**src/rtl/qspi_pkg.sv**
```systemverilog
// Shared types and constants for the QSPI slave framer.
package qspi_pkg;

    typedef enum logic [2:0] {
        IDLE,
        CMD,
        WRITE,
        DUMMY,
        READ
    } state_e;

    localparam int unsigned CMD_READ_BIT  = 7;
    localparam logic [7:0]  UNDERRUN_FILL = 8'h00;

    function automatic int unsigned digits_per_byte(input int unsigned dwidth);
        return 8 / dwidth;
    endfunction

endpackage

```
**src/rtl/qspi_pin_sync.sv**
```systemverilog
// Synchronises QCK/QSS/QD into clk and reports QCK and QSS edges aligned with the data.
module qspi_pin_sync #(
    parameter int unsigned SYNC_STAGES = 2
) (
    input  logic       clk,
    input  logic       rst,
    input  logic       qck_i,
    input  logic       qss_i,
    input  logic [3:0] qd_i,
    output logic       valid_o,
    output logic       qss_o,
    output logic       qrise_o,
    output logic       qfall_o,
    output logic       ss_rise_o,
    output logic [3:0] qd_o
);

    if (SYNC_STAGES < 2) begin : g_bad_stages
        $error("qspi_pin_sync: SYNC_STAGES must be >= 2");
    end

    logic [SYNC_STAGES-1:0]      qck_q;
    logic [SYNC_STAGES-1:0]      qss_q;
    logic [SYNC_STAGES-1:0]      vld_q;
    logic [SYNC_STAGES-1:0][3:0] qd_q;

    // Edges compare the sample entering the last stage with the one leaving it,
    // so each edge flag lines up with the matching QD sample in qd_o.
    always_ff @(posedge clk) begin
        if (rst) begin
            qck_q     <= '1;
            qss_q     <= '1;
            vld_q     <= '0;
            qd_q      <= '0;
            qrise_o   <= 1'b0;
            qfall_o   <= 1'b0;
            ss_rise_o <= 1'b0;
        end else begin
            qck_q     <= {qck_q[SYNC_STAGES-2:0], qck_i};
            qss_q     <= {qss_q[SYNC_STAGES-2:0], qss_i};
            vld_q     <= {vld_q[SYNC_STAGES-2:0], 1'b1};
            qd_q      <= {qd_q[SYNC_STAGES-2:0], qd_i};
            qrise_o   <= vld_q[SYNC_STAGES-1] &  qck_q[SYNC_STAGES-2] & ~qck_q[SYNC_STAGES-1];
            qfall_o   <= vld_q[SYNC_STAGES-1] & ~qck_q[SYNC_STAGES-2] &  qck_q[SYNC_STAGES-1];
            ss_rise_o <= vld_q[SYNC_STAGES-1] &  qss_q[SYNC_STAGES-2] & ~qss_q[SYNC_STAGES-1];
        end
    end

    assign valid_o = vld_q[SYNC_STAGES-1];
    assign qss_o   = qss_q[SYNC_STAGES-1];
    assign qd_o    = qd_q[SYNC_STAGES-1];

endmodule

```
**src/rtl/qspi_slave_framer.sv**
```systemverilog
// Oversampled QSPI mode-3 slave: command byte, then a write stream or a
// dummy-delayed read stream fed from a single-byte holding register.
module qspi_slave_framer
    import qspi_pkg::*;
#(
    parameter int unsigned DWIDTH       = 4,
    parameter int unsigned SYNC_STAGES  = 2,
    parameter int unsigned DUMMY_CYCLES = 2
) (
    input  logic       clk,
    input  logic       rst,
    input  logic       QCK,
    input  logic       QSS,
    input  logic [3:0] QD_IN,
    output logic [3:0] QD_OUT,
    output logic [3:0] QD_OE,
    output logic [7:0] rx_data,
    output logic       rx_valid,
    output logic       rx_cmd,
    input  logic [7:0] tx_data,
    input  logic       tx_valid,
    output logic       tx_ready,
    output logic       busy,
    output logic       underrun,
    output logic       frame_end
);

    if (!(DWIDTH == 1 || DWIDTH == 2 || DWIDTH == 4)) begin : g_bad_dwidth
        $error("qspi_slave_framer: DWIDTH must be 1, 2 or 4");
    end
    if (DUMMY_CYCLES > 15) begin : g_bad_dummy
        $error("qspi_slave_framer: DUMMY_CYCLES must be 0..15");
    end

    localparam int unsigned DPB       = digits_per_byte(DWIDTH);
    localparam logic [3:0]  LANE_MASK = 4'((1 << DWIDTH) - 1);

    logic       s_valid, s_qss, s_qrise, s_qfall, s_ss_rise;
    logic [3:0] s_qd;
    logic       unused_qd;

    qspi_pin_sync #(.SYNC_STAGES(SYNC_STAGES)) u_sync (
        .clk       (clk),
        .rst       (rst),
        .qck_i     (QCK),
        .qss_i     (QSS),
        .qd_i      (QD_IN),
        .valid_o   (s_valid),
        .qss_o     (s_qss),
        .qrise_o   (s_qrise),
        .qfall_o   (s_qfall),
        .ss_rise_o (s_ss_rise),
        .qd_o      (s_qd)
    );

    assign unused_qd = ^s_qd;

    state_e     state_q, state_d;
    logic [2:0] cnt_q, cnt_d;
    logic [7:0] shreg_q, shreg_d;
    logic [3:0] dummy_q, dummy_d;
    logic [7:0] hold_q, hold_d;
    logic       hold_full_q, hold_full_d;
    logic       underrun_q, underrun_d;
    logic       armed_q, armed_d;
    logic [7:0] rx_data_q, rx_data_d;
    logic       rx_valid_q, rx_valid_d;
    logic       rx_cmd_q, rx_cmd_d;
    logic       frame_end_q, frame_end_d;
    logic       busy_q, busy_d;
    logic       tx_ready_q, tx_ready_d;
    logic [3:0] qd_out_q, qd_out_d;
    logic [3:0] qd_oe_q, qd_oe_d;
    logic [7:0] rx_byte;
    logic       load;

    always_ff @(posedge clk) begin
        if (rst) begin
            state_q     <= IDLE;
            cnt_q       <= '0;
            shreg_q     <= '0;
            dummy_q     <= '0;
            hold_q      <= '0;
            hold_full_q <= 1'b0;
            underrun_q  <= 1'b0;
            armed_q     <= 1'b0;
            rx_data_q   <= '0;
            rx_valid_q  <= 1'b0;
            rx_cmd_q    <= 1'b0;
            frame_end_q <= 1'b0;
            busy_q      <= 1'b0;
            tx_ready_q  <= 1'b0;
            qd_out_q    <= '0;
            qd_oe_q     <= '0;
        end else begin
            state_q     <= state_d;
            cnt_q       <= cnt_d;
            shreg_q     <= shreg_d;
            dummy_q     <= dummy_d;
            hold_q      <= hold_d;
            hold_full_q <= hold_full_d;
            underrun_q  <= underrun_d;
            armed_q     <= armed_d;
            rx_data_q   <= rx_data_d;
            rx_valid_q  <= rx_valid_d;
            rx_cmd_q    <= rx_cmd_d;
            frame_end_q <= frame_end_d;
            busy_q      <= busy_d;
            tx_ready_q  <= tx_ready_d;
            qd_out_q    <= qd_out_d;
            qd_oe_q     <= qd_oe_d;
        end
    end

    always_comb begin
        state_d     = state_q;
        cnt_d       = cnt_q;
        shreg_d     = shreg_q;
        dummy_d     = dummy_q;
        hold_d      = hold_q;
        hold_full_d = hold_full_q;
        underrun_d  = underrun_q;
        rx_data_d   = rx_data_q;
        rx_valid_d  = 1'b0;
        rx_cmd_d    = 1'b0;
        frame_end_d = 1'b0;
        load        = 1'b0;
        rx_byte     = (shreg_q << DWIDTH) | 8'(s_qd[DWIDTH-1:0]);
        // A frame may only start once QSS has been seen high since reset.
        armed_d     = armed_q | (s_valid & s_qss);

        unique case (state_q)
            IDLE: begin
                if (s_valid && armed_q && !s_qss) begin
                    state_d    = CMD;
                    cnt_d      = '0;
                    underrun_d = 1'b0;
                end
            end
            CMD, WRITE: begin
                if (s_qrise) begin
                    shreg_d = rx_byte;
                    if (cnt_q == 3'(DPB - 1)) begin
                        cnt_d      = '0;
                        rx_data_d  = rx_byte;
                        rx_valid_d = 1'b1;
                        if (state_q == CMD) begin
                            rx_cmd_d = 1'b1;
                            if (rx_byte[CMD_READ_BIT]) begin
                                state_d = DUMMY;
                                dummy_d = 4'(DUMMY_CYCLES);
                            end else begin
                                state_d = WRITE;
                            end
                        end
                    end else begin
                        cnt_d = cnt_q + 3'd1;
                    end
                end
            end
            DUMMY: begin
                if (s_qrise && dummy_q != 4'd0) begin
                    dummy_d = dummy_q - 4'd1;
                end else if (s_qfall && dummy_q == 4'd0) begin
                    load    = 1'b1;
                    state_d = READ;
                end
            end
            READ: begin
                if (s_qfall) begin
                    if (cnt_q == 3'(DPB - 1)) begin
                        load = 1'b1;
                    end else begin
                        cnt_d   = cnt_q + 3'd1;
                        shreg_d = shreg_q << DWIDTH;
                    end
                end
            end
            default: state_d = IDLE;
        endcase

        if (load) begin
            cnt_d = '0;
            if (hold_full_q) begin
                shreg_d     = hold_q;
                hold_full_d = 1'b0;
            end else begin
                shreg_d    = UNDERRUN_FILL;
                underrun_d = 1'b1;
            end
        end

        // Fill after load so a same-cycle load sees the old holding contents.
        if (tx_valid && tx_ready_q) begin
            hold_d      = tx_data;
            hold_full_d = 1'b1;
        end

        // Deselect wins over everything except reporting a just-completed rx byte.
        if (s_ss_rise) begin
            state_d     = IDLE;
            hold_full_d = 1'b0;
            frame_end_d = 1'b1;
        end

        busy_d     = (state_d != IDLE);
        tx_ready_d = !hold_full_d && (state_d == DUMMY || state_d == READ);
        qd_oe_d    = (state_d == READ) ? LANE_MASK : 4'h0;
        qd_out_d   = (state_d == READ) ? 4'(shreg_d[7 -: DWIDTH]) : 4'h0;
    end

    assign QD_OUT    = qd_out_q;
    assign QD_OE     = qd_oe_q;
    assign rx_data   = rx_data_q;
    assign rx_valid  = rx_valid_q;
    assign rx_cmd    = rx_cmd_q;
    assign tx_ready  = tx_ready_q;
    assign busy      = busy_q;
    assign underrun  = underrun_q;
    assign frame_end = frame_end_q;

endmodule

```
**config.mk**
```make
export PLATFORM = sky130hd
export DESIGN_NAME = qspi_slave_framer
export DESIGN_NICKNAME = d
export VERILOG_FILES = /design/src/rtl/qspi_pkg.sv /design/src/rtl/qspi_pin_sync.sv /design/src/rtl/qspi_slave_framer.sv
export SDC_FILE = /design/constraint.sdc
export NUM_CORES = 1
export LEC_CHECK = 0
export ABC_AREA = 1
export CAP_MARGIN = 10
export CORE_UTILIZATION = 53
export CTS_CLUSTER_SIZE = 10
export DETAILED_ROUTE_END_ITERATION = 10
export PLACE_DENSITY = 0.75
export SLEW_MARGIN = 15
export SYNTH_ARGS = -nofsm -noshare
export SYNTH_HDL_FRONTEND = slang
export SYNTH_SLANG_ARGS = --single-unit
```
**constraint.sdc**
```tcl
create_clock -name clk -period 1.9 [get_ports clk]
set_input_delay 0.38 -clock clk [delete_from_list [all_inputs] [get_ports clk]]
set_output_delay 0.38 -clock clk [all_outputs]
set_load 0.1 [all_outputs]
```
Word level (Yosys, flattened, before mapping)
Cells that the tools add are included.
{"block": "op_classes", "n_addsub": 2, "eq_ne": 18, "muxes": 43, "bitwise": 16, "n_reduce_logical": 25}
{"operator": "8-bit 2-to-1 mux", "n": 5}
{"operator": "3-bit 2-to-1 mux", "n": 12}
{"operator": "4-bit 2-to-1 mux", "n": 6}
{"operator": "8-bit one-hot mux with 2 select lines", "n": 1}
{"operator": "1-bit 2-to-1 mux", "n": 15}
{"operator": "2-bit inequality test, second input constant", "n": 6}
{"operator": "3-bit one-hot mux with 4 select lines", "n": 1}
{"operator": "3-bit by 2-bit == test with 1-bit output, second input constant", "n": 3}
{"operator": "3-bit one-hot mux with 3 select lines", "n": 1}
{"operator": "3-bit nonzero test", "n": 3}
{"operator": "8-bit by 4-bit OR with 8-bit output", "n": 1}
{"operator": "4-bit one-hot mux with 2 select lines", "n": 1}
{"operator": "1-bit bitwise AND", "n": 7}
{"operator": "1-bit inverter", "n": 7}
{"operator": "3-bit by 1-bit == test with 1-bit output, second input constant", "n": 2}
{"operator": "3-bit == test, second input constant", "n": 2}
{"operator": "1-bit logical AND", "n": 6}
{"operator": "3-bit by 2-bit inequality test with 1-bit output, second input constant", "n": 2}
{"operator": "6-bit AND reduction", "n": 1}
{"operator": "2-bit OR reduction", "n": 3}
{"operator": "5-bit AND reduction", "n": 1}
{"operator": "4-bit zero test", "n": 1}
{"operator": "2-bit by 1-bit inequality test with 1-bit output, second input constant", "n": 2}
{"operator": "4-bit AND reduction", "n": 1}
{"operator": "other kinds (13)", "n": 14}
{"block": "word_totals", "reg_bits": 67, "inputBits": 17, "output_inout_bits": 22, "wordCells": 130}

Logic depth before layout (Yosys ltp)
{"block": "logic_depth", "ltp_word": 10, "ltp_mapped": 12, "depth_no_buf": 12}

Modules after synthesis
A second synthesis with hierarchy kept.
{"block": "hier_totals", "hier_cells": 385, "hier_area_um2": 2728.9}
{"module": "qspi_slave_framer", "n_inst": 1, "cells_each": 329, "area_per_inst_um2": 2214.6, "seq_area_each_um2": 940.9}
{"module": "qspi_pin_sync", "n_inst": 1, "cells_each": 56, "area_per_inst_um2": 514.2, "seq_area_each_um2": 340.3}

Worst setup path after synthesis
OpenSTA, ideal clock, no wires.
{"block": "synth_timing", "path_type": "reg2out", "startpoint": "reg QD_OE[2] (netlist name)", "endpoint": "out QD_OE[1]", "arrival_ns": 1.392, "t_required_ns": 1.520, "slack_ns": 0.128, "stages_incl_launch_ff": 2, "path_buffers": 1, "cell_sequence": "dfxtp_1 buf_4"}
{"item": "to (decl)", "line_no": "qspi_slave_framer.sv:16", "text": "output logic [3:0] QD_OE,"}

Final worst setup path
{"block": "layout_timing", "startpoint": "reg cnt_q[0]", "endpoint": "reg shreg_q[6]"}
{"block": "layout_between", "elab_chain_len": 5, "word_cells_on_any_way": 8, "cone_classes": "eq/ne: 1; mux: 7"}
{"item": "from (decl)", "line_no": "qspi_slave_framer.sv:59", "text": "logic [2:0] cnt_q, cnt_d;"}
{"item": "from (signal assigned)", "line_no": "qspi_slave_framer.sv:97", "text": "cnt_q <= cnt_d;"}
{"item": "3-bit by 1-bit == test with 1-bit output *", "line_no": "qspi_slave_framer.sv:171", "text": "if (cnt_q == 3'(DPB - 1)) begin"}
{"item": "8-bit 2-to-1 mux or 1-bit 2-to-1 mux (tied branches)", "line_no": "qspi_slave_framer.sv:171"}
{"item": "8-bit 2-to-1 mux or 1-bit 2-to-1 mux (tied branches)", "line_no": "qspi_slave_framer.sv:170", "text": "if (s_qfall) begin"}
{"item": "8-bit one-hot mux with 2 select lines or 1-bit one-hot mux with 2 select lines (tied branches)", "line_no": "qspi_slave_framer.sv:132", "text": "unique case (state_q)"}
{"item": "8-bit 2-to-1 mux *", "line_no": "qspi_slave_framer.sv:182", "text": "if (load) begin"}
{"item": "to (signal assigned)", "line_no": "qspi_slave_framer.sv:98", "text": "shreg_q <= shreg_d;"}
{"item": "to (decl)", "line_no": "qspi_slave_framer.sv:60", "text": "logic [7:0] shreg_q, shreg_d;"}
Every way passes the cells marked *; elsewhere a longest branch is shown, timed or not. The select of a mux whose other input is x is not followed.
A chain may end at the register's enable or synchronous reset.

==> summary.log <==
qor: clocking.cts-resized-gates 0
qor: floorplan.die_y 72.3 um
qor: worst_setup_path.cp_max_fo 7
qor: synthesis.fraction_of_registers_with_async_set_or_reset_after_synthesis 0
qor: drt.detail_route.drc_violations 0
qor: drt.detail_route.first_pass.iterations 5
qor: global_routing.antenna_found_initial 0
qor: global_routing.grt_util_met3 0.0653
qor: global_routing.global_route.overflow_total 0
qor: synthesis.yosys_warn_count 0
qor: final_layout.n_antenna_cell 0
qor: worst_setup_path.required_time_reported_for_the_critical_path_endpoint 2.13 ns
qor: synthesis.synth_top_cells_by_count 69 x nor2_1, 64 x dfxtp_1, 64 x nand2_1
qor: floorplan.initial_core_util 0.554
qor: timing.min_period_over_period 0.845
qor: global_routing.grt_first_pass_wirelength 8670 um
qor: global_routing.globalRoute.busiestLayer met2
qor: global_routing.groute.layer.met1.usage 0.305
qor: pwr.cellLeakagePower 1.44 nW
qor: worst_setup_path.count_of_buffer_and_inverter_cells_on_the_critical_path 1
qor: timing.final_period_minus_worst_setup_slack 1.61 ns
qor: synthesis.synth_top_family_by_area simple AND/OR/NAND/NOR gates
qor: pwr.net_sw_frac 0.219
qor: synthesis.muxShareOfSynthArea 0
qor: final_layout.layout-drive-gt1-share 0.180
qor: synthesis.yosys.area_share.simple 0.304
qor: clocking.cts_inserted_buffers 9
qor: synthesis.ys_types 28
qor: synthesis.synthesis.nets 363
qor: synthesis.synth_largest_type_area_fraction 0.490
qor: clocking.clk_transition_reported_paths 0.07 ns
qor: global_routing.grt.met2_usage 0.312
qor: synthesis.synth.ff_latch_count 64
qor: drt.post_drt_wl_per_cell 10.9 um
qor: synthesis.synth_top_area_cell dfxtp_1
qor: clocking.hold_buffers 0
qor: final_layout.synthToLayoutAreaGrowth 23.5%
qor: pwr.power.ir.vdd_worst 634 uV
qor: pwr.power_per_cell_area 769 mW/mm^2
qor: worst_setup_path.critical_path.endpoint_type flip-flop
qor: synthesis.synth_instances 342
qor: synthesis.postSynth.topFlopCell dfxtp_1
qor: global_routing.grt_util_all_layers 0.221
qor: worst_setup_path.cp_top_family simple AND/OR/NAND/NOR gates
qor: pwr.p_total 2.48 mW
qor: drt.route.antenna.remaining_nets 0
qor: floorplan.die_width 72.3 um
qor: timing.finalHoldViolCount 0
qor: hold_path.worst_hold_path_type reg2reg
qor: synthesis.syn_area 0.00262 mm^2
qor: worst_setup_path.cp_data_arrival_time 1.83 ns
qor: flow_run.cap_violations 0
qor: clocking.tritoncts yes
qor: worst_setup_path.worstSetupPathType reg2reg
qor: placed_design.detailedPlacementHpwl 3590 um
qor: floorplan.design.portCount 39
qor: pwr.p_sw 0.545 mW
qor: drt.detailedRoute.firstIterationViolations 97
qor: clocking.cts_max_path_buffers 2
qor: drt.routed-via-count 2131
qor: final_layout.layout.filler_cells 403
qor: floorplan.core_area 0.00472 mm^2
qor: clocking.root_buffer clkbuf_8
qor: synthesis.synth-xor-area-share 0.0100
qor: pwr.intPower 1.94 mW
qor: worst_setup_path.critPathMostFrequentCell nor2_1
qor: placed_design.globalplace.congestion 0.841
qor: global_routing.grt_start_max_net_pins 31
qor: timing.fin_worst_skew 0.00710 ns
qor: timing.fin_setup_tns 0 ns
qor: synthesis.synth_seq_area_share 0.490
qor: timing.maxSlewHeadroom 0.741
qor: worst_setup_path.timing.critical_path.slowest_stage_cell dfxtp_1
qor: synthesis.synth-compound-area-share 0.100
qor: final_layout.finish.utilization 0.684
qor: timing.slew_viol_final 0
qor: synthesis.syn_avg_cell_area 7.65 um^2
qor: worst_setup_path.timing.critical_path.slowest_cell_delay 0.39 ns
qor: synthesis.synth_enable_flop_cells 0
qor: placed_design.placement.io_buffers 38
qor: pwr.comb_pwr_share 0.036
qor: floorplan.num_rows 25
qor: timing.worst_pin_slew 0.388 ns
qor: timing.clock.fmax 623 MHz
qor: worst_setup_path.cp_cell_sequence ha_1 > inv_1 > nor2_1 > nand2_1 > nor2_4 > nor2_4 > nand2_1 > nor2_1 > nor2_1 > nor2_1
qor: synthesis.synth.area.top_cells dfxtp_1 49%, nor2_1 9.9%, nand2_1 9.2%, inv_1 5.3%, o21ai_0 4.4%
qor: final_layout.nNetsFinal 405
qor: status.status finished clean
qor: clocking.post-cts-setup-buffers 0
qor: floorplan.die_area 0.00522 mm^2
qor: clocking.cts_htree_levels 3
qor: global_routing.vias_in_the_first_global_route 1859
qor: clocking.clock_insertion_delay_worst_skew 0.34 ns
qor: drt.routed_wl 4960 um
qor: drt.drt-vias-per-instance 4.68
qor: worst_setup_path.worst_setup_path_start_kind flip-flop
qor: timing.timing.final.setup_violations 0
qor: timing.setup_repair_after_global_routing_missed_its_margin false
qor: synthesis.post_synth_fa_ha_maj_area_fraction 0.0191
qor: pwr.clkPwrFrac 0.414
qor: synthesis.most_repeated_cell_in_the_gate_level_netlist_after_synthesis nor2_1
qor: pwr.p_seq_frac 0.550
qor: clocking.numClockSinks 64
[area by class of cell]
class                      count  area (um^2)  share of cell area
multi-input combinational    227         1130               0.351
timing repair buffer          40          403               0.125
sequential                    64         1280               0.397
tap                           67         83.8              0.0259
clock inverter                 3         17.5             0.00542
inverter                      42          158              0.0488
clock buffer                  12          155              0.0480
[flip-flops by register name, indices dropped and copies added, names as in the netlist, 2 cells and up]
register and cells:
QD_OUT 4, cnt_q 3, dummy_q 4, hold_q 8
rx_data 8, shreg_q 8, state_q 3, u_sync.qck_q 2
u_sync.qd_o 4, u_sync.qd_q 4, u_sync.qss_q 2, u_sync.vld_q 2
[worst min-delay path, delay by kind of cell (launching register included)]
kind / cells / cell delay [ns]
buf+inv: 1 / 0.04
flops: 1 / 0.30
simple gates: 1 / 0.03
[per-layer routing]
| layer | vias to the layer above | part of all wire |
|---|---|---|
| li1 | 1143 | - |
| met1 | 918 | 0.50 |
| met2 | 61 | 0.41 |
| met3 | 9 | 0.064 |
| met4 | 0 | 0.022 |
| met5 | - | 0 |
[cells by family (layout without fill, tap and decap cells)]
group	after synthesis	after routing
XOR/XNOR	3	3
buffers and inverters	51	97
AND/OR/NAND/NOR	175	175
AO/OA/AOI/OAI	45	45
adder cells (fa/ha/maj)	4	4
flip-flops	64	64
[power groups by stage]
stage	Combinational (mW)	Sequential [mW]	Clock (mW)
2_1_floorplan	0.0404	1.40	0
3_3_place_gp	0.0885	1.40	0
3_5_place_dp	0.0896	1.40	0
4_1_cts	0.0900	1.37	1.05
5_1_grt	0.101	1.37	1.11
6_report	0.0891	1.37	1.03
[through the flow]
stage,hold slack (ns),cell area (um^2),worst slack [ns],cells
CTS,0.407,3230,0.294,455
floorplan,0.388,2620,0.128,342
finish,0.407,3230,0.294,455
detailed placement,0.395,3060,0.328,440
global placement,0.393,3060,0.388,440
global route,0.426,3230,0.0278,455
[cell usage in the layout (no fill, tap or decap), types with 4 or more instances in the layout]
cell type and n:
clkbuf_8 11, dfxtp_1 64, o21ai_0 23, buf_12 5, inv_2 5, nor2_4 5, nor2_1 69, a21oi_1 9
inv_1 37, ha_1 4, nand2_1 64, buf_4 19, nand3_1 17, clkdlybuf4s50_1 16, nor2_2 4, nand2_2 5
a21oi_2 4
[worst paths after layout]
kind,start,end,slack [ns],cells past startpoint
setup reg to reg,cnt_q[0],shreg_q[6],0.29,10
hold reg to reg,u_sync.qd_q[1],u_sync.qd_o[1],0.41,2
hold / removal,u_sync.qd_q[1],u_sync.qd_o[1],0.41,2
setup / recovery,cnt_q[0],shreg_q[6],0.29,10
Power figures use the tool's default switching activity.
